==> config.mk <==
export PLATFORM = sky130hd
export DESIGN_NAME = voice_allocator
export DESIGN_NICKNAME = d
export VERILOG_FILES = /design/src/rtl/midi_pkg.sv /design/src/rtl/voice_age_cmp.sv /design/src/rtl/voice_allocator.sv
export SDC_FILE = /design/constraint.sdc
export NUM_CORES = 1
export LEC_CHECK = 0
export ABC_AREA = 1
export CAP_MARGIN = 15
export CORE_ASPECT_RATIO = 0.6
export CORE_UTILIZATION = 30
export DETAILED_ROUTE_END_ITERATION = 16
export PLACE_DENSITY = 0.55
export SLEW_MARGIN = 20
export SYNTH_ARGS = -nofsm -noshare
export SYNTH_HDL_FRONTEND = slang
export SYNTH_HIERARCHICAL = 1
export SYNTH_SLANG_ARGS = --single-unit
==> constraint.sdc <==
create_clock -name clock -period 1.6 [get_ports clock]
set_input_delay 0.48 -clock clock [delete_from_list [all_inputs] [get_ports clock]]
set_output_delay 0.48 -clock clock [all_outputs]
set_load 0.01 [all_outputs]
==> src/rtl/midi_pkg.sv <==
// rtl/midi_pkg.sv - MIDI status nibbles, CC numbers, FSM encoding and stamp width shared by the voice allocator
package midi_pkg;

  localparam logic [3:0] ST_NOTE_OFF      = 4'h8;
  localparam logic [3:0] ST_NOTE_ON       = 4'h9;
  localparam logic [3:0] ST_CTRL          = 4'hB;
  localparam logic [6:0] CC_ALL_NOTES_OFF = 7'h7B;

  localparam int STAMP_W = 8;

  typedef enum logic [1:0] {
    IDLE   = 2'd0,
    DECODE = 2'd1,
    SCAN   = 2'd2,
    COMMIT = 2'd3
  } state_t;

  typedef enum logic [1:0] {
    OP_NOTE_ON  = 2'd0,
    OP_NOTE_OFF = 2'd1,
    OP_ALL_OFF  = 2'd2
  } op_t;

endpackage

==> src/rtl/voice_age_cmp.sv <==
// rtl/voice_age_cmp.sv - Flags when stamp_b is strictly older than stamp_a relative to the allocation counter
module voice_age_cmp
  import midi_pkg::*;
(
  input  logic [STAMP_W-1:0] stamp_a,
  input  logic [STAMP_W-1:0] stamp_b,
  input  logic [STAMP_W-1:0] counter,
  output logic               b_older
);

  logic [STAMP_W-1:0] age_a;
  logic [STAMP_W-1:0] age_b;

  // Modular subtraction keeps ages correct across counter wrap.
  always_comb begin
    age_a   = counter - stamp_a;
    age_b   = counter - stamp_b;
    b_older = (age_b > age_a);
  end

endmodule

==> src/rtl/voice_allocator.sv <==
// rtl/voice_allocator.sv - Polyphonic MIDI voice allocator; define VOICE_STEAL_EN to steal the oldest voice when full
module voice_allocator
  import midi_pkg::*;
#(
  parameter int         NUM_VOICES   = 4,
  parameter logic [3:0] MIDI_CHANNEL = 4'd0
) (
  input  logic                    clock,
  input  logic                    clr,
  input  logic                    msg_valid,
  input  logic [23:0]             msg_bytes,
  output logic                    msg_ready,
  output logic [NUM_VOICES-1:0]   voice_active,
  output logic [7*NUM_VOICES-1:0] voice_note,
  output logic [7*NUM_VOICES-1:0] voice_vel,
  output logic [NUM_VOICES-1:0]   voice_trig,
  output logic                    drop_pulse
);

  localparam int IDX_W = (NUM_VOICES > 1) ? $clog2(NUM_VOICES) : 1;
  localparam logic [IDX_W-1:0] LAST_IDX = IDX_W'(NUM_VOICES - 1);

  state_t state_q, state_d;
  op_t    op_q, op_d;
  logic [7:0] status_q, status_d;
  logic [6:0] d1_q, d1_d;
  logic [6:0] d2_q, d2_d;
  logic       ready_q, ready_d;

  logic [IDX_W-1:0] scan_idx_q, scan_idx_d;
  logic             match_hit_q, match_hit_d;
  logic [IDX_W-1:0] match_idx_q, match_idx_d;
  logic             free_hit_q, free_hit_d;
  logic [IDX_W-1:0] free_idx_q, free_idx_d;
  logic [IDX_W-1:0] old_idx_q, old_idx_d;

  logic [STAMP_W-1:0]    counter_q, counter_d;
  logic [NUM_VOICES-1:0] active_q, active_d;
  logic [6:0]            note_q  [NUM_VOICES];
  logic [6:0]            note_d  [NUM_VOICES];
  logic [6:0]            vel_q   [NUM_VOICES];
  logic [6:0]            vel_d   [NUM_VOICES];
  logic [STAMP_W-1:0]    stamp_q [NUM_VOICES];
  logic [STAMP_W-1:0]    stamp_d [NUM_VOICES];
  logic [NUM_VOICES-1:0] trig_q, trig_d;
  logic                  drop_q, drop_d;

  logic             scan_older;
  logic             alloc;
  logic [IDX_W-1:0] tgt;

  // Data-byte MSBs are meaningless in MIDI and deliberately discarded.
  logic unused_data_msb;
  assign unused_data_msb = msg_bytes[15] ^ msg_bytes[7];

  voice_age_cmp u_age_cmp (
    .stamp_a (stamp_q[old_idx_q]),
    .stamp_b (stamp_q[scan_idx_q]),
    .counter (counter_q),
    .b_older (scan_older)
  );

  always_comb begin
    state_d     = state_q;
    op_d        = op_q;
    status_d    = status_q;
    d1_d        = d1_q;
    d2_d        = d2_q;
    ready_d     = ready_q;
    scan_idx_d  = scan_idx_q;
    match_hit_d = match_hit_q;
    match_idx_d = match_idx_q;
    free_hit_d  = free_hit_q;
    free_idx_d  = free_idx_q;
    old_idx_d   = old_idx_q;
    counter_d   = counter_q;
    active_d    = active_q;
    note_d      = note_q;
    vel_d       = vel_q;
    stamp_d     = stamp_q;
    trig_d      = '0;
    drop_d      = 1'b0;
    alloc       = 1'b0;
    tgt         = '0;

    case (state_q)
      IDLE: begin
        if (msg_valid && ready_q) begin
          status_d = msg_bytes[23:16];
          d1_d     = msg_bytes[14:8];
          d2_d     = msg_bytes[6:0];
          ready_d  = 1'b0;
          state_d  = DECODE;
        end
      end

      DECODE: begin
        scan_idx_d  = '0;
        match_hit_d = 1'b0;
        free_hit_d  = 1'b0;
        old_idx_d   = '0;
        state_d     = IDLE;
        ready_d     = 1'b1;
        if (status_q[3:0] == MIDI_CHANNEL) begin
          if (status_q[7:4] == ST_NOTE_ON && d2_q != 7'd0) begin
            op_d    = OP_NOTE_ON;
            state_d = SCAN;
            ready_d = 1'b0;
          end else if (status_q[7:4] == ST_NOTE_ON || status_q[7:4] == ST_NOTE_OFF) begin
            op_d    = OP_NOTE_OFF;
            state_d = SCAN;
            ready_d = 1'b0;
          end else if (status_q[7:4] == ST_CTRL && d1_q == CC_ALL_NOTES_OFF) begin
            op_d    = OP_ALL_OFF;
            state_d = COMMIT;
            ready_d = 1'b0;
          end
        end
      end

      SCAN: begin
        if (active_q[scan_idx_q] && note_q[scan_idx_q] == d1_q && !match_hit_q) begin
          match_hit_d = 1'b1;
          match_idx_d = scan_idx_q;
        end
        if (!active_q[scan_idx_q] && !free_hit_q) begin
          free_hit_d = 1'b1;
          free_idx_d = scan_idx_q;
        end
        // Strict compare keeps the lowest index on equal ages.
        if (scan_older) begin
          old_idx_d = scan_idx_q;
        end
        if (scan_idx_q == LAST_IDX) begin
          state_d = COMMIT;
        end else begin
          scan_idx_d = scan_idx_q + 1'b1;
        end
      end

      COMMIT: begin
        state_d = IDLE;
        ready_d = 1'b1;
        case (op_q)
          OP_ALL_OFF: active_d = '0;
          OP_NOTE_OFF: begin
            if (match_hit_q) begin
              active_d[match_idx_q] = 1'b0;
            end
          end
          default: begin
            if (match_hit_q) begin
              alloc = 1'b1;
              tgt   = match_idx_q;
            end else if (free_hit_q) begin
              alloc = 1'b1;
              tgt   = free_idx_q;
            end else begin
`ifdef VOICE_STEAL_EN
              alloc = 1'b1;
              tgt   = old_idx_q;
`else
              drop_d = 1'b1;
`endif
            end
          end
        endcase
        if (alloc) begin
          active_d[tgt] = 1'b1;
          note_d[tgt]   = d1_q;
          vel_d[tgt]    = d2_q;
          stamp_d[tgt]  = counter_q;
          counter_d     = counter_q + 1'b1;
          trig_d[tgt]   = 1'b1;
        end
      end

      default: begin
        state_d = IDLE;
        ready_d = 1'b1;
      end
    endcase
  end

  always_ff @(posedge clock) begin
    if (clr) begin
      state_q     <= IDLE;
      op_q        <= OP_NOTE_ON;
      status_q    <= '0;
      d1_q        <= '0;
      d2_q        <= '0;
      ready_q     <= 1'b1;
      scan_idx_q  <= '0;
      match_hit_q <= 1'b0;
      match_idx_q <= '0;
      free_hit_q  <= 1'b0;
      free_idx_q  <= '0;
      old_idx_q   <= '0;
      counter_q   <= '0;
      active_q    <= '0;
      trig_q      <= '0;
      drop_q      <= 1'b0;
      for (int v = 0; v < NUM_VOICES; v++) begin
        note_q[v]  <= '0;
        vel_q[v]   <= '0;
        stamp_q[v] <= '0;
      end
    end else begin
      state_q     <= state_d;
      op_q        <= op_d;
      status_q    <= status_d;
      d1_q        <= d1_d;
      d2_q        <= d2_d;
      ready_q     <= ready_d;
      scan_idx_q  <= scan_idx_d;
      match_hit_q <= match_hit_d;
      match_idx_q <= match_idx_d;
      free_hit_q  <= free_hit_d;
      free_idx_q  <= free_idx_d;
      old_idx_q   <= old_idx_d;
      counter_q   <= counter_d;
      active_q    <= active_d;
      trig_q      <= trig_d;
      drop_q      <= drop_d;
      note_q      <= note_d;
      vel_q       <= vel_d;
      stamp_q     <= stamp_d;
    end
  end

  always_comb begin
    msg_ready    = ready_q;
    voice_active = active_q;
    voice_trig   = trig_q;
    drop_pulse   = drop_q;
    voice_note   = '0;
    voice_vel    = '0;
    for (int v = 0; v < NUM_VOICES; v++) begin
      voice_note[7*v +: 7] = note_q[v];
      voice_vel[7*v +: 7]  = vel_q[v];
    end
  end

endmodule

==> impl_results.md, run 1 <==
- Drt first pass iters: 5
- Crit start category: flop
- Longest Clk Path Bufs: 2
- Final nets: 719
- Fill count: 1211
- Mapped Cells: 556
- Worst hold path class: reg2reg
- Final Hold Fails: 0
- Grt total ovfl: 0
- Std cell rows: 32
- Area contributors post-synth: dfxtp_1 48%, nand2_1 8.9%, a21oi_1 7.8%
- CP Max Fanout: 7
- Post-layout min period: 1680 ps
- DR iter-0 viols: 234
- Starting Density: 31.5%
- Layout cell share with drive strength beyond 1: 30.3%
- Vias in the first global route: 4044
- Seq/Total Area, Yosys: 48.2%
- Tcrit/Tclk final: 105%
- Synthesized cell area: 4150 µm²
- Hold_sp: status_q[7]
- Die ar.: 14300 µm²
- Critical Path RT: 1880 ps
- H-tree depth: 3
- Reg2reg start: op_q[0]
- Area Overhead vs Synth: 58.4%
- Initial antenna violation count: 0
- DP Worst Slack: -281 ps
- Routed vias: 4289
- Final Setup Violations: 42
- Vias per cell: 4.97
- # clock sinks: 100
- Syn_area_per_cell: 7.47 µm²
- Ordered list of cells on the worst path: inv_2, ha_4, inv_4, nor2_4, nand2_4, a21oi_4, buf_12, nand2_8, buf_12, clkinv_16, o21ai_2, a21oi_1
- CTS tree: yes
- Status: complete, but fails checks
- Synthesized Nets: 586
- Slowest CP cell: dfxtp_2
- Clock-pin slew on the worst setup and hold paths: 70 ps
- Slew @ Worst Pin: 398 ps
- Final Util: 50.0%
- Input/output buffers: 90
- Crit path launch: op_q[0]
- DR WL/cell: 17.0 µm
- PwrDens: 864 nW/µm²
- Max Slew Vio Count: 0
- DRT antenna net count: 0
- Chip width: 154 µm
- Clock Latency Late Sink: 350 ps
- FFs w/ async S/R, synth: 0%
- F_max: 0.594 GHz
- Post-synth top area cell: dfxtp_1
- Worst Skew: 7.02 ps
- Commonest cells post-synth: 100 x dfxtp_1, 98 x nand2_1, 81 x nor2_1
- DRC errors left: 0
- CTS Buf Count: 9
- Max Cap Viol: 0
- Crit path DAT: 1960 ps
- Crit Path Class: reg2reg
- Main synth FF type: dfxtp_1
- Most used cell, CP: buf_12
- Failing checks: setup timing
- Ant diodes: 0
- GP Congestion: 0.857
- Reg2reg setup slack: -80 ps
- Most frequent cell after synthesis: dfxtp_1
- EDFF count, synth: 0
- Dpl hpwl: 9100 µm
- VDD IR max: 0.525 mV
- RSZ-0062 raised after global routing: yes
- Synth cell types: 32
- Largest net degree at the start of global routing: 79
- Synth Register Bits: 100
- Overall routing resource usage: 20.7%
- Clock Tree Root: clkbuf_16
- Core ar.: 13200 µm²
- First-pass GRT wire length: 22200 µm
- Top Ports: 93
- Die Y: 93.2 µm
- Critical path endpoint category: flop
- Final setup margin: -84.0 ps
- Final WL: 14700 µm
- Syn. warnings: 6
- Area share of the largest cell type after synthesis: 48.2%
- Max-Slew Margin vs Limit: 73.5%
- Pleak: 2.87 nW
- Worst path max stage delay: 330 ps
## power by group
group | internal [mW] | total [mW] | switching [mW]
clock | 1.28 | 2.28 | 1.01
sequential | 2.59 | 2.68 | 0.0877
combinational | 0.274 | 0.721 | 0.447
total | 4.14 | 5.68 | 1.54
## placed cells by master, fill, tap and decap left out, types with 3 or more instances in the layout
cell,count
a21oi_1,51
a21oi_2,18
buf_12,9
buf_4,28
buf_6,11
clkbuf_16,10
clkdlybuf4s50_1,24
clkinv_1,3
clkinv_4,3
clkinv_8,5
dfxtp_1,94
dfxtp_2,5
dlygate4sd2_1,66
inv_1,28
inv_6,4
nand2_1,77
nand2_2,18
nand2_4,5
nand3_1,16
nand3_2,17
nand3_4,4
nand4_1,3
nor2_1,63
nor2_2,17
nor2_4,3
o21ai_0,30
o21ai_1,20
o21ai_2,31
## routing by layer
layer | routed length (µm) | part of all wire [%] | global-route usage (%) | up-vias
met3 | 1110 | 7.6 | 6.16 | 11
met5 | 0 | 0 | 0 | -
li1 | - | - | - | 2123
met2 | 6160 | 42 | 29.8 | 158
met1 | 7290 | 50 | 29.7 | 1997
met4 | 110 | 0.75 | 5.00 | 0
## cells by family after synthesis
group | count (synthesis) | synth area share (%)
compound gates | 156 | 20.0
fa+ha+maj | 3 | 0.904
buf+inv | 65 | 6.99
flops | 100 | 48.2
simple gates | 232 | 23.9
## final timing paths
check / cells past startpoint / endpoint
worst min-delay path: 2 / status_q[7]
worst max register to register: 12 / voice_vel[24]
worst min register to register: 2 / status_q[7]
worst max-delay path: 12 / voice_vel[24]
## stage by stage
stage / cells / hold slack, ps / total power, mW / setup TNS, ps / cell area [µm²]
finish: 863 / 463 / 5.68 / -2320 / 6580
global route: 863 / 488 / 5.93 / -6960 / 6580
CTS: 857 / 463 / 5.66 / -1630 / 6120
detailed placement: 825 / 452 / 3.37 / -10680 / 5430
global placement: 825 / 445 / 3.35 / -9120 / 5430
floorplan: 556 / 430 / 3.09 / 0 / 4170
## critical path: cells and delay by family (launching register included)
family | cells | cell delay, ps
DFF | 1 | 330
buffers and inverters | 5 | 420
adders and majority gates | 1 | 270
AOI/OAI and AO/OA | 3 | 340
and+or+nand+nor | 3 | 240
## state kept, by name, summed over array words and instances, names as in the netlist, named ones only
signal and count:
voice_note 28, drop_pulse 1, scan_idx_q 2, free_hit_q 1, state_q 1, voice_trig 4, msg_ready 1, match_idx_q 2
status_q 8, op_q 2, d1_q 7, d2_q 7, voice_vel 28, voice_active 4, free_idx_q 2, match_hit_q 1
## area by class of cell
| class | instances | area [µm²] | share of cell area [%] |
|---|---|---|---|
| inverter | 39 | 200 | 3.04 |
| clock inverter | 5 | 67.6 | 1.03 |
| clock buffer | 10 | 239 | 3.63 |
| timing repair buffer | 142 | 1430 | 21.7 |
| timing repair inverter | 6 | 82.6 | 1.25 |
| sequential | 100 | 2010 | 30.6 |
| tap | 170 | 213 | 3.23 |
| multi-input combinational | 391 | 2340 | 35.6 |
## what timing repair did
action	4_1_cts	5_1_grt
hold buffers	0	0
setup buffers	11	6
pin swaps	12	39
gates resized for setup	154	111
setup endpoints to repair	129	68
gates cloned	8	2
Power figures use the tool's default switching activity.
==> run 2, diff against run 1 <==
CTS_CLUSTER_SIZE = 40   (was not set)
GPL_TIMING_DRIVEN = 0   (was not set)
==> run 2 against run 1 <==
The flow still finishes with violations (setup timing). Clock power is 5% higher. Critical path depth stayed put. Clock-buffer cell count is 1 lower. Critical path type unchanged. Largest cell class unchanged. Highest routed layer unchanged.
==> impl_results.md, run 2 (synthesis results as in run 1) <==
- Status: complete, but fails checks
- Failing checks: setup timing
- Max-Slew Margin vs Limit: 50.6% (-23 points)
- Final Cell Area: 6610 µm² (+0.40%)
- Routed vias: 4498 (+4.9%)
- Longest Clk Path Bufs: 2 (unchanged)
- Top Ports: 93 (unchanged)
- # hold bufs at CTS: 0 (unchanged)
- Overall routing resource usage: 22.7% (+2.1 points)
- Commonest cells after routing, fill and taps aside: 93 x dfxtp_1, 84 x nand2_1, 66 x nor2_1, 66 x dlygate4sd2_1, 37 x a21oi_1
- Final Hold Fails: 0 (unchanged)
- Std cell rows: 32 (unchanged)
- Clock-pin slew on the worst setup and hold paths: 70 ps (about the same)
- Final Power: 5.88 mW (+3.4%)
- Initial antenna violation count: 0 (unchanged)
- Grt total ovfl: 0 (unchanged)
- Worst hold path class: reg2reg
- Vias in the first global route: 4362 (+7.9%)
- Input/output buffers: 89 (-1.1%)
- Layout cell share with drive strength beyond 1: 30.0% (-0.32 points)
- Starting Density: 31.5% (unchanged)
- Critical Path RT: 1880 ps (about the same)
- Max Slew Vio Count: 0 (unchanged)
- DRC errors left: 0 (unchanged)
- Post-layout min period: 1780 ps (+95.9 ps)
- Max Cap Viol: 0 (unchanged)
- Crit Path Class: reg2reg
- Final nets: 723 (+0.56%)
- Area Overhead vs Synth: 59.1%
- CP bufs+invs: 5 (unchanged)
- Most common cell after layout, fill and taps aside: dfxtp_1
- Final Util: 50.2% (+0.20 points)
- Slowest CP cell: dfxtp_2
- Dpl hpwl: 10500 µm (+15%)
- Slew @ Worst Pin: 742 ps (+344 ps)
- Pleak: 2.86 nW (-0.17%)
- Final Setup Violations: 63 (+50%)
- VDD IR max: 0.455 mV (-13%)
- Crit path DAT: 2060 ps (+100 ps)
- Die ar.: 14300 µm² (unchanged)
- # clock sinks: 100 (unchanged)
- Core ar.: 13200 µm² (unchanged)
- Final WL: 16200 µm (+10%)
- Chip width: 154 µm (unchanged)
- Die Y: 93.2 µm (unchanged)
- Tcrit/Tclk final: 111% (+6.0 points)
- Finished Layout Cells: 867 (+0.46%)
- F_max: 0.562 GHz (-5.4%)
- Clock Tree Root: clkbuf_16
- PwrDens: 889 nW/µm² (+3.0%)
- CP Max Fanout: 5 (-2)
- DP Worst Slack: -911 ps (-630 ps)
- Final setup margin: -180 ps (-95.9 ps)
- Dpl cells: 815 (-1.2%)
- CTS tree: yes
- Hold Worst Slack: 467 ps (+4.38 ps)
- Worst Skew: 7.17 ps (+0.155 ps)
- Vias per cell: 5.19 (+4.4%)
- DR WL/cell: 18.7 µm (+9.8%)
- Drt first pass iters: 5 (unchanged)
- GP Congestion: 0.833 (-2.8%)
- Dpl cell area: 5270 µm² (-2.9%)
- RSZ-0062 raised after global routing: yes
- Clock Latency Late Sink: 360 ps (about the same)
- Worst path max stage delay: 360 ps (+30 ps)
- Crit start category: flop
- First-pass GRT wire length: 24000 µm (+8.4%)
- DRT antenna net count: 0 (unchanged)
- DR iter-0 viols: 359 (+53%)
- Worst path top cell family by delay: compound AO/OA/AOI/OAI gates
- Largest net degree at the start of global routing: 18 (-77%)
- H-tree depth: 3 (unchanged)
- Most used cell, CP: nand2_4
- CTS Buf Count: 9 (unchanged)
- Ant diodes: 0 (unchanged)
- Critical path endpoint category: flop
- Ordered list of cells on the worst path: inv_2, ha_4, inv_4, nor2_4, nand2_4, a21oi_4, nand2_4, clkinv_8, buf_12, buf_8, o21ai_1, a21oi_1
- Setup TNS: -5320 ps (-3000 ps)
## run 2: changes by cell type in the layout (fill, tap and decap cells not counted), sizes merged
cell	change
buf	-3
bufinv	+1
inv	+1
clkdlybuf4s50	-1
clkinvlp	+2
clkinv	-9
clkbuf	+13
## run 2: final timing paths
kind | slack, ps | from | cells past startpoint | to
max reg2reg | -180 | op_q[0] | 12 | voice_note[27]
max | -180 | op_q[0] | 12 | voice_note[27]
min reg2reg | 470 | status_q[7] | 2 | status_q[7]
min | 470 | status_q[7] | 2 | status_q[7]
## run 2: routing by layer
metal | GRT usage, % | part of all wire, % | vias to the layer above
met4 | 6.17 | 0.95 | 0
li1 | - | - | 2126
met5 | 0 | 0 | -
met3 | 6.72 | 10 | 18
met2 | 33.4 | 42 | 212
met1 | 32.0 | 47 | 2142
## run 2: area by class of cell
class | instances | area, µm²
Buffer | 24 | 250
Clock buffer | 9 | 225
Clock inverter | 6 | 93.8
Fill cell | 1239 | 6570
Inverter | 39 | 194
Multi-Input combinational cell | 391 | 2280
Sequential cell | 100 | 2010
Tap cell | 170 | 213
Timing Repair Buffer | 128 | 1340
## run 2: where the power goes
group / switching [mW] / internal [mW] / total (mW) / leakage [nW]
clock: 1.02 / 1.38 / 2.40 / 0.153
sequential: 0.0984 / 2.59 / 2.69 / 0.814
combinational: 0.499 / 0.289 / 0.787 / 1.90
## run 2: repair_timing
| item | CTS | global route |
|---|---|---|
| pin swaps | 20 | 29 |
| resized for setup | 185 | 127 |
| gates cloned | 7 | 3 |
| buffers inserted | 25 | 11 |
| setup endpoints to repair | 150 | 88 |
## run 2: worst register-to-register path, stage by stage, from the launching register on
cell and delay (ps):
dfxtp_2 360, inv_2 50, ha_4 280, inv_4 50
nor2_4 90, nand2_4 80, a21oi_4 180, nand2_4 110
clkinv_8 80, buf_12 100, buf_8 120, o21ai_1 60
a21oi_1 150
